## src/rtl/stream_cipher_pkg.sv

```systemverilog
// stream_cipher_pkg: shared widths and the FIFO word entry for the cipher output packer
package stream_cipher_pkg;
  localparam int BYTE_W = 8;
  localparam int WORD_W = 32;
  localparam int LANES  = WORD_W / BYTE_W;
  typedef struct packed {
    logic [WORD_W-1:0] data;
    logic [2:0]        bytes;
    logic              last;
  } word_entry_t;
endpackage

```

## src/rtl/stream_cipher_word_fifo.sv

```systemverilog
// stream_cipher_word_fifo: first-word-fall-through FIFO of packed words; reads 0 while empty
module stream_cipher_word_fifo
  import stream_cipher_pkg::*;
#(
  parameter int DEPTH = 4
) (
  input  logic        clk,
  input  logic        rst_n,
  input  logic        push,
  input  logic        pop,
  input  word_entry_t din,
  output word_entry_t dout,
  output logic        empty,
  output logic        full
);
  localparam int AW = $clog2(DEPTH);
  word_entry_t mem [DEPTH];
  logic [AW:0] wptr, rptr;
  logic        wr, rd;
  assign empty = wptr == rptr;
  assign full  = (wptr[AW] != rptr[AW]) && (wptr[AW-1:0] == rptr[AW-1:0]);
  assign rd    = pop && !empty;
  assign wr    = push && (!full || rd);
  assign dout  = empty ? '0 : mem[rptr[AW-1:0]];
  // storage needs no reset: the head is masked to zero whenever the FIFO is empty
  always_ff @(posedge clk)
    if (wr) mem[wptr[AW-1:0]] <= din;
  // pointers carry an extra wrap bit so full and empty are distinguishable
  always_ff @(posedge clk or negedge rst_n)
    if (!rst_n) begin
      wptr <= '0;
      rptr <= '0;
    end else begin
      if (wr) wptr <= wptr + 1'b1;
      if (rd) rptr <= rptr + 1'b1;
    end
endmodule

```

## src/rtl/stream_cipher_out_packer.sv

```systemverilog
// stream_cipher_out_packer: packs cipher bytes into little-endian 32-bit words behind a FWFT FIFO; optional PACKER_BYTE_COUNT_EN adds byte_count
module stream_cipher_out_packer
  import stream_cipher_pkg::*;
#(
  parameter int FIFO_DEPTH = 4
) (
  input  logic              clk,
  input  logic              rst_n,
  input  logic              byte_valid,
  input  logic [BYTE_W-1:0] byte_in,
  input  logic              flush,
  output logic [WORD_W-1:0] word_out,
  output logic [2:0]        word_bytes,
  output logic              word_last,
  output logic              word_valid,
  input  logic              word_ready,
  output logic              overflow
`ifdef PACKER_BYTE_COUNT_EN
  ,
  output logic [31:0]       byte_count
`endif
);
  logic [1:0]        idx;
  logic [WORD_W-1:0] pack, pack_next;
  logic              push, pop, empty, full;
  word_entry_t       din, dout;
  // the same-cycle byte lands in its lane before any push decision
  always_comb begin
    pack_next = pack;
    if (byte_valid) pack_next[{idx, 3'b000} +: BYTE_W] = byte_in;
  end
  assign push = flush || (byte_valid && idx == 2'd3);
  assign din  = '{data: pack_next, bytes: {1'b0, idx} + {2'b00, byte_valid}, last: flush};
  assign pop  = word_valid && word_ready;
  stream_cipher_word_fifo #(.DEPTH(FIFO_DEPTH)) u_fifo (
    .clk  (clk),
    .rst_n(rst_n),
    .push (push),
    .pop  (pop),
    .din  (din),
    .dout (dout),
    .empty(empty),
    .full (full)
  );
  assign word_valid = !empty;
  assign word_out   = dout.data;
  assign word_bytes = dout.bytes;
  assign word_last  = dout.last;
  // lane index and pack register restart after every push; overflow is sticky until reset
  always_ff @(posedge clk or negedge rst_n)
    if (!rst_n) begin
      idx      <= '0;
      pack     <= '0;
      overflow <= 1'b0;
    end else begin
      idx      <= push ? 2'd0 : idx + {1'b0, byte_valid};
      pack     <= push ? '0 : pack_next;
      if (push && full && !pop) overflow <= 1'b1;
    end
`ifdef PACKER_BYTE_COUNT_EN
  // every accepted byte counts, including those in dropped words
  always_ff @(posedge clk or negedge rst_n)
    if (!rst_n) byte_count <= '0;
    else if (byte_valid) byte_count <= byte_count + 32'd1;
`endif
endmodule

```

## config.mk

```make
export PLATFORM = sky130hd
export DESIGN_NAME = stream_cipher_out_packer
export DESIGN_NICKNAME = d
export VERILOG_FILES = /design/src/rtl/stream_cipher_pkg.sv /design/src/rtl/stream_cipher_word_fifo.sv /design/src/rtl/stream_cipher_out_packer.sv
export SDC_FILE = /design/constraint.sdc
export NUM_CORES = 1
export LEC_CHECK = 0
export BUFFER_PORTS_ARGS = -buffer_cell sky130_fd_sc_hd__buf_2
export CAP_MARGIN = 20
export CELL_PAD_IN_SITES_DETAIL_PLACEMENT = 0
export CELL_PAD_IN_SITES_GLOBAL_PLACEMENT = 2
export CORE_AREA = 4 4 129 156
export CTS_CLUSTER_DIAMETER = 40
export DETAILED_ROUTE_END_ITERATION = 10
export DIE_AREA = 0 0 133 160
export GPL_TIMING_DRIVEN = 0
export PLACE_DENSITY = 0.77
export SLEW_MARGIN = 20
export SYNTH_ARGS = -nofsm -noshare
export SYNTH_HDL_FRONTEND = slang
export SYNTH_SLANG_ARGS = --single-unit
```

## constraint.sdc

```tcl
create_clock -name clk -period 3.95 [get_ports clk]
set_clock_uncertainty 0.1 [all_clocks]
set_input_delay 0.395 -clock clk [delete_from_list [all_inputs] [get_ports clk]]
set_output_delay 0.395 -clock clk [all_outputs]
set_load 0.01 [all_outputs]
```

* Word-level counts from Yosys, hierarchy flattened
Memories as Yosys holds them, arrays and structs flattened.
Cells that the tools add are included.
** Cells by class
- Magnitude comparators :: 0
- Bitwise gates (word level) :: 0
- Equality and inequality tests :: 4
- $add $sub $neg :: 5
- Multiplexer cells :: 7
- Divide/modulo/power cells :: 0
- Multiply operators :: 0
- Shifts and indexed selects :: 2
- Reductions and logical operators :: 12
** Operators by type and width (number)
- 32-bit 2-to-1 mux :: 2
- 36-bit 2-to-1 mux :: 1
- 32-bit bitwise mux :: 1
- 8-bit by 7-bit variable shift with 32-bit output (first input constant) :: 1
- 8-bit by 7-bit variable part select with 32-bit output :: 1
- 1-bit logical AND :: 7
- 5-bit negation with 7-bit output :: 1
- 3-bit by 1-bit adder with 3-bit output (second input constant) :: 2
- 2-bit by 1-bit adder with 3-bit output :: 1
- 3-bit == test :: 1
- 1-bit zero test :: 3
- 2-bit by 1-bit adder with 2-bit output :: 1
- 2-bit == test :: 1
- 2-bit == test (second input constant) :: 1
- 1-bit logical OR :: 2
- 1-bit 2-to-1 mux :: 2
- 2-bit 2-to-1 mux :: 1
- 1-bit inequality test :: 1
** Word-level totals
- Register bits after elaboration :: 41
- Input port bits :: 13
- Output and inout bits :: 38
- Bits in read-only memories :: 0
- Memories :: 1
- Latch bits :: 0
- Memory bits (writable) :: 144
** Memory list
- u_fifo.mem :: depth 4, bits a word 36, read ports 1, clocked after memory_dff 0, write ports 1, line stream_cipher_word_fifo.sv:17 : word_entry_t mem [DEPTH];

* Logic depth before layout (Yosys ltp)
- Depth after elaboration :: 8
- Depth in mapped cells :: 7

* Hierarchy
From an unflattened synthesis, not the netlist that was laid out.
** Unflattened totals
- Cell total of the unflattened synthesis :: 438
- Area, all modules :: 7639.8 µm²
** By module, submodules not included
- stream_cipher_word_fifo :: instances 1, cells an instance 262, area an instance 5879.4 µm²
- stream_cipher_out_packer :: instances 1, cells an instance 176, area an instance 1760.4 µm²

* Least setup slack after synthesis
No wires, ideal clock.
- Kind :: register to register
- Start :: reg u_fifo.rptr[0]
- End :: mem u_fifo.mem[3][0] (netlist name), enable pin
- Library setup time :: 0.474 ns
- Arrival :: 3.481 ns
- Stages on the path, launching flop included :: 4
- Path slack :: -0.105 ns
- Buffers on the path :: 0
- Period minus slack after synthesis :: 4.055 ns
- Required time :: 3.376 ns
- Cells stage by stage :: dfrtp_1 > xor2_1 > nor4_1 > nor3_1
** Between the ends
- Word-level cells in the longest chain between the ends :: 8
- Elaborated cells between the ends (all ways) :: 11
** Ends and longest elaborated chain
- start: declaration :: line stream_cipher_word_fifo.sv:18 : logic [AW:0] wptr, rptr;
- start signal: assignment :: line stream_cipher_word_fifo.sv:35 : if (rd) rptr <= rptr + 1'b1;
- 3-bit == test :: line stream_cipher_word_fifo.sv:20 : assign empty = wptr == rptr;
- 1-bit zero test :: line stream_cipher_word_fifo.sv:22, stream_cipher_out_packer.sv:45
- 1-bit logical AND :: line stream_cipher_out_packer.sv:34 : assign pop = word_valid && word_ready;
- 1-bit logical AND :: line stream_cipher_word_fifo.sv:22 : assign rd = pop && !empty;
- 1-bit logical OR (*) :: line stream_cipher_word_fifo.sv:23 : assign wr = push && (!full || rd);
- 1-bit logical AND (*) :: line stream_cipher_word_fifo.sv:23
- 1-bit 2-to-1 mux (*) :: line stream_cipher_word_fifo.sv:27 : if (wr) mem[wptr[AW-1:0]] <= din;
- 1-bit 2-to-1 mux (implied by the code) (*) :: line stream_cipher_word_fifo.sv:27
- end: declaration :: line stream_cipher_word_fifo.sv:17
Mark *: on every way between the ends. The rest lies on a longest branch, timed or not.

* Worst setup path after layout
- Start :: reg idx[0]
- End :: mem u_fifo.mem[0][16] (netlist name), enable pin
** Between the ends
- Word-level cells in the longest chain between the ends :: 6
** Ends and longest elaborated chain
- start: declaration :: line stream_cipher_out_packer.sv:23 : logic [1:0] idx;
- start signal: assignment :: line stream_cipher_out_packer.sv:56 : idx <= push ? 2'd0 : idx + {1'b0, byte_valid};
- 2-bit == test :: line stream_cipher_out_packer.sv:32 : assign push = flush || (byte_valid && idx == 2'd3);
- 1-bit logical AND :: line stream_cipher_out_packer.sv:32
- 1-bit logical OR :: line stream_cipher_out_packer.sv:32
- 1-bit logical AND :: line stream_cipher_word_fifo.sv:23
- 1-bit 2-to-1 mux :: line stream_cipher_word_fifo.sv:27
- 1-bit 2-to-1 mux (implied by the code) :: line stream_cipher_word_fifo.sv:27
No other way between the ends.

==> reports/summary.txt <==
status - complete, no violations
pre-CTS setup slack - 1.14 ns
cell area after layout - 0.00886 mm²
crit-path cells - ha_1, a21o_1, clkbuf_1, o41a_2, and2_2, buf_16
GR Util met2 - 0.249
# IOs - 51
kind of cell adding the most delay to the critical path - buffers and inverters
fmax - 0.358 GHz
# diodes - 0
peak supply drop - 0.490 mV
Max Cap Viol - 0
vias - 4039
final setup margin - 1.16 ns
RePlAce Congestion - 0.766
Worst EP arrival - 2.81 ns
Clock Power Share - 0.270
max-slew violations - 0
leakage power - 0.00349 µW
Clock Sinks - 185
grt met1 use - 0.195
die area - 0.0213 mm²
Ys Warns - 0
number of synthesized flops with an enable pin - 144
register share of total power - 0.395
Post-layout nets - 534
initial antenna violation count - 0
gr usage total - 0.150
# DRC - 0
hold slack - 0.0226 ns
Async S/R FF share, synth - 0.222
Primary FF master, synth - edfxtp_1
port buffer count - 50
Final Hold Viols - 0
Pre-antenna DRT Iters - 5
sw frac - 0.313
global-route wire length before repair - 24.4 mm
largest net degree at the start of global routing - 42
Die Wd - 133 µm
DRT iter0 DRCs - 269
Setup crit end kind - register
clock slew at reported path FFs - 0.07 ns
slowest CP cell - and2_2
Routed Antenna Nets - 0
Comb pwr share - 0.335
dpl cell area - 0.00824 mm²
startpoint types - register
measured slew at the worst slew-check pin - 0.959 ns
routed vias/inst - 5.19
RSZ-0062 raised after global routing - false
CP peak stage delay - 0.58 ns
Mapped Nets - 460
syn_area_per_cell - 17.3 µm²
Buf/Inv on CP - 2
Pint - 4470 µW
Synth cell types - 38
Final Cycle Share - 0.707
clock buffer count from CTS - 17
num rows - 55
root buffer cell - clkbuf_16
fin crit period - 2.79 ns
P_sw - 2040 µW
Synth Register Bits - 185
Post-CTS Setup Bufs - 0
Synth-to-Final Area Change - 17.4%
met3 Usage GRT - 0.0337
H-tree levels - 4
total power - 6520 µW
CP required - 3.97 ns
pwr/cell area - 736 mW/mm²
CTS tree - yes
routed wire length - 15.3 mm
total grt overflow - 0
vias in the first global route - 4373
Final setup violation count - 0
Most Crowded Layer GR - met2
hold_buf cts - 0
Slew HR - 0.355
fraction of layout cells with a size suffix above 1 - 0.282
WL/cell - 19.7 µm
Post-CTS Resized - 0
Gate Count Post-Synth - 435
HPWL Detailed - 10.1 mm
crit path kind - reg2reg
sequential share of the synthesized area - 0.709
worst hold path class - in2async
core area - 0.0186 mm²
Crit Path Max Fanout - 19
synthesized cell area - 0.00754 mm²
Longest Clk Path Bufs - 2
Die H - 160 µm
clk_lat worst skew - 0.42 ns
Starting Density - 0.405
==> power groups by stage <==
stage	sequential, µW	clock (µW)	combinational [µW]
after floorplan	2590	0	1430
after CTS	2580	1790	2260
after global placement	2620	0	2140
after detailed placement	2620	0	2260
final	2570	1760	2180
after global routing	2600	1880	2400
==> state kept, by name (all words and copies together), names as in the netlist <==
| signal | cells |
|---|---|
| u_fifo.rptr | 3 |
| u_fifo.wptr | 3 |
| idx | 2 |
| pack | 32 |
| u_fifo.mem | 144 |
| overflow | 1 |
==> final timing paths <==
| kind | start | end | slack, ns | depth (start not counted) |
|---|---|---|---|---|
| min in group clk | flush | u_fifo.mem[2][0] | 0.15 | 1 |
| max in group asynchronous | rst_n | pack[0] | 3.11 | 1 |
| min | rst_n | idx[0] | 0.02 | 1 |
| min reg2reg | overflow | overflow | 0.36 | 1 |
| max | idx[0] | u_fifo.mem[0][16] | 1.16 | 6 |
| max reg2reg | idx[0] | u_fifo.mem[0][16] | 1.16 | 6 |
==> synth_stat cells (2+ instances only) <==
cell type  count  share of area
xor2_1         3         0.0035
a32oi_1       24          0.028
buf_2          7         0.0046
nor2_1        32          0.016
xnor2_1        4         0.0046
buf_4          3         0.0030
edfxtp_1     144           0.57
ha_1          12          0.020
a21o_1         2         0.0020
a31oi_1        8         0.0066
a22o_1         8         0.0093
and2_1         7         0.0058
inv_1         31          0.015
dfrtp_1       41           0.14
nor2b_1       37          0.031
mux4_2        36           0.11
clkbuf_1       8         0.0040
nand2_1        5         0.0025
buf_6          4         0.0060
==> kinds of logic after synthesis <==
family,after synthesis,synth area share
XOR/XNOR,7,0.00813
flip-flops,185,0.709
multiplexers,37,0.109
adder cells (fa/ha/maj),12,0.0199
buffers and inverters,54,0.0337
AO/OA/AOI/OAI,49,0.0536
AND/OR/NAND/NOR,91,0.0667
==> metrics by stage <==
step	TNS [ns]	utilization	cells
after floorplan	0	-	435
after global placement	-12.44	0.435	741
after detailed placement	0	0.442	746
after CTS	0	0.475	778
after global routing	0	0.475	778
final	0	0.475	778
==> cell usage in the layout (no fill, tap or decap), types with 12 or more instances in the layout <==
cell and count:
a32oi_1 24, nor2b_1 37, ha_1 12, edfxtp_1 144
mux4_2 36, dfrtp_1 41, clkbuf_16 17, inv_1 31
buf_2 57, nor2_1 32
==> final cells by class <==
class,count,area (µm²)
buffer,23,138
multi-input combinational,196,1960
timing repair buffer,55,363
clock buffer,18,429
inverter,31,116
sequential,185,5350
tap,256,320
fill,1613,9790
clock inverter,14,184
==> metal layers <==
layer	part of all wire	up-vias
li1	-	1814
met1	0.43	2106
met2	0.52	100
met3	0.040	19
met4	0.014	0
met5	0	-
==> worst register-to-register path: cells and delay by family (launching register included) <==
family | cells | cell delay (ns)
AO/OA/AOI/OAI | 2 | 0.43
adder cells (fa/ha/maj) | 1 | 0.27
buffers and inverters | 2 | 0.63
flip-flops | 1 | 0.49
AND/OR/NAND/NOR | 1 | 0.58
Note: power is estimated with default switching activity, not from simulation.
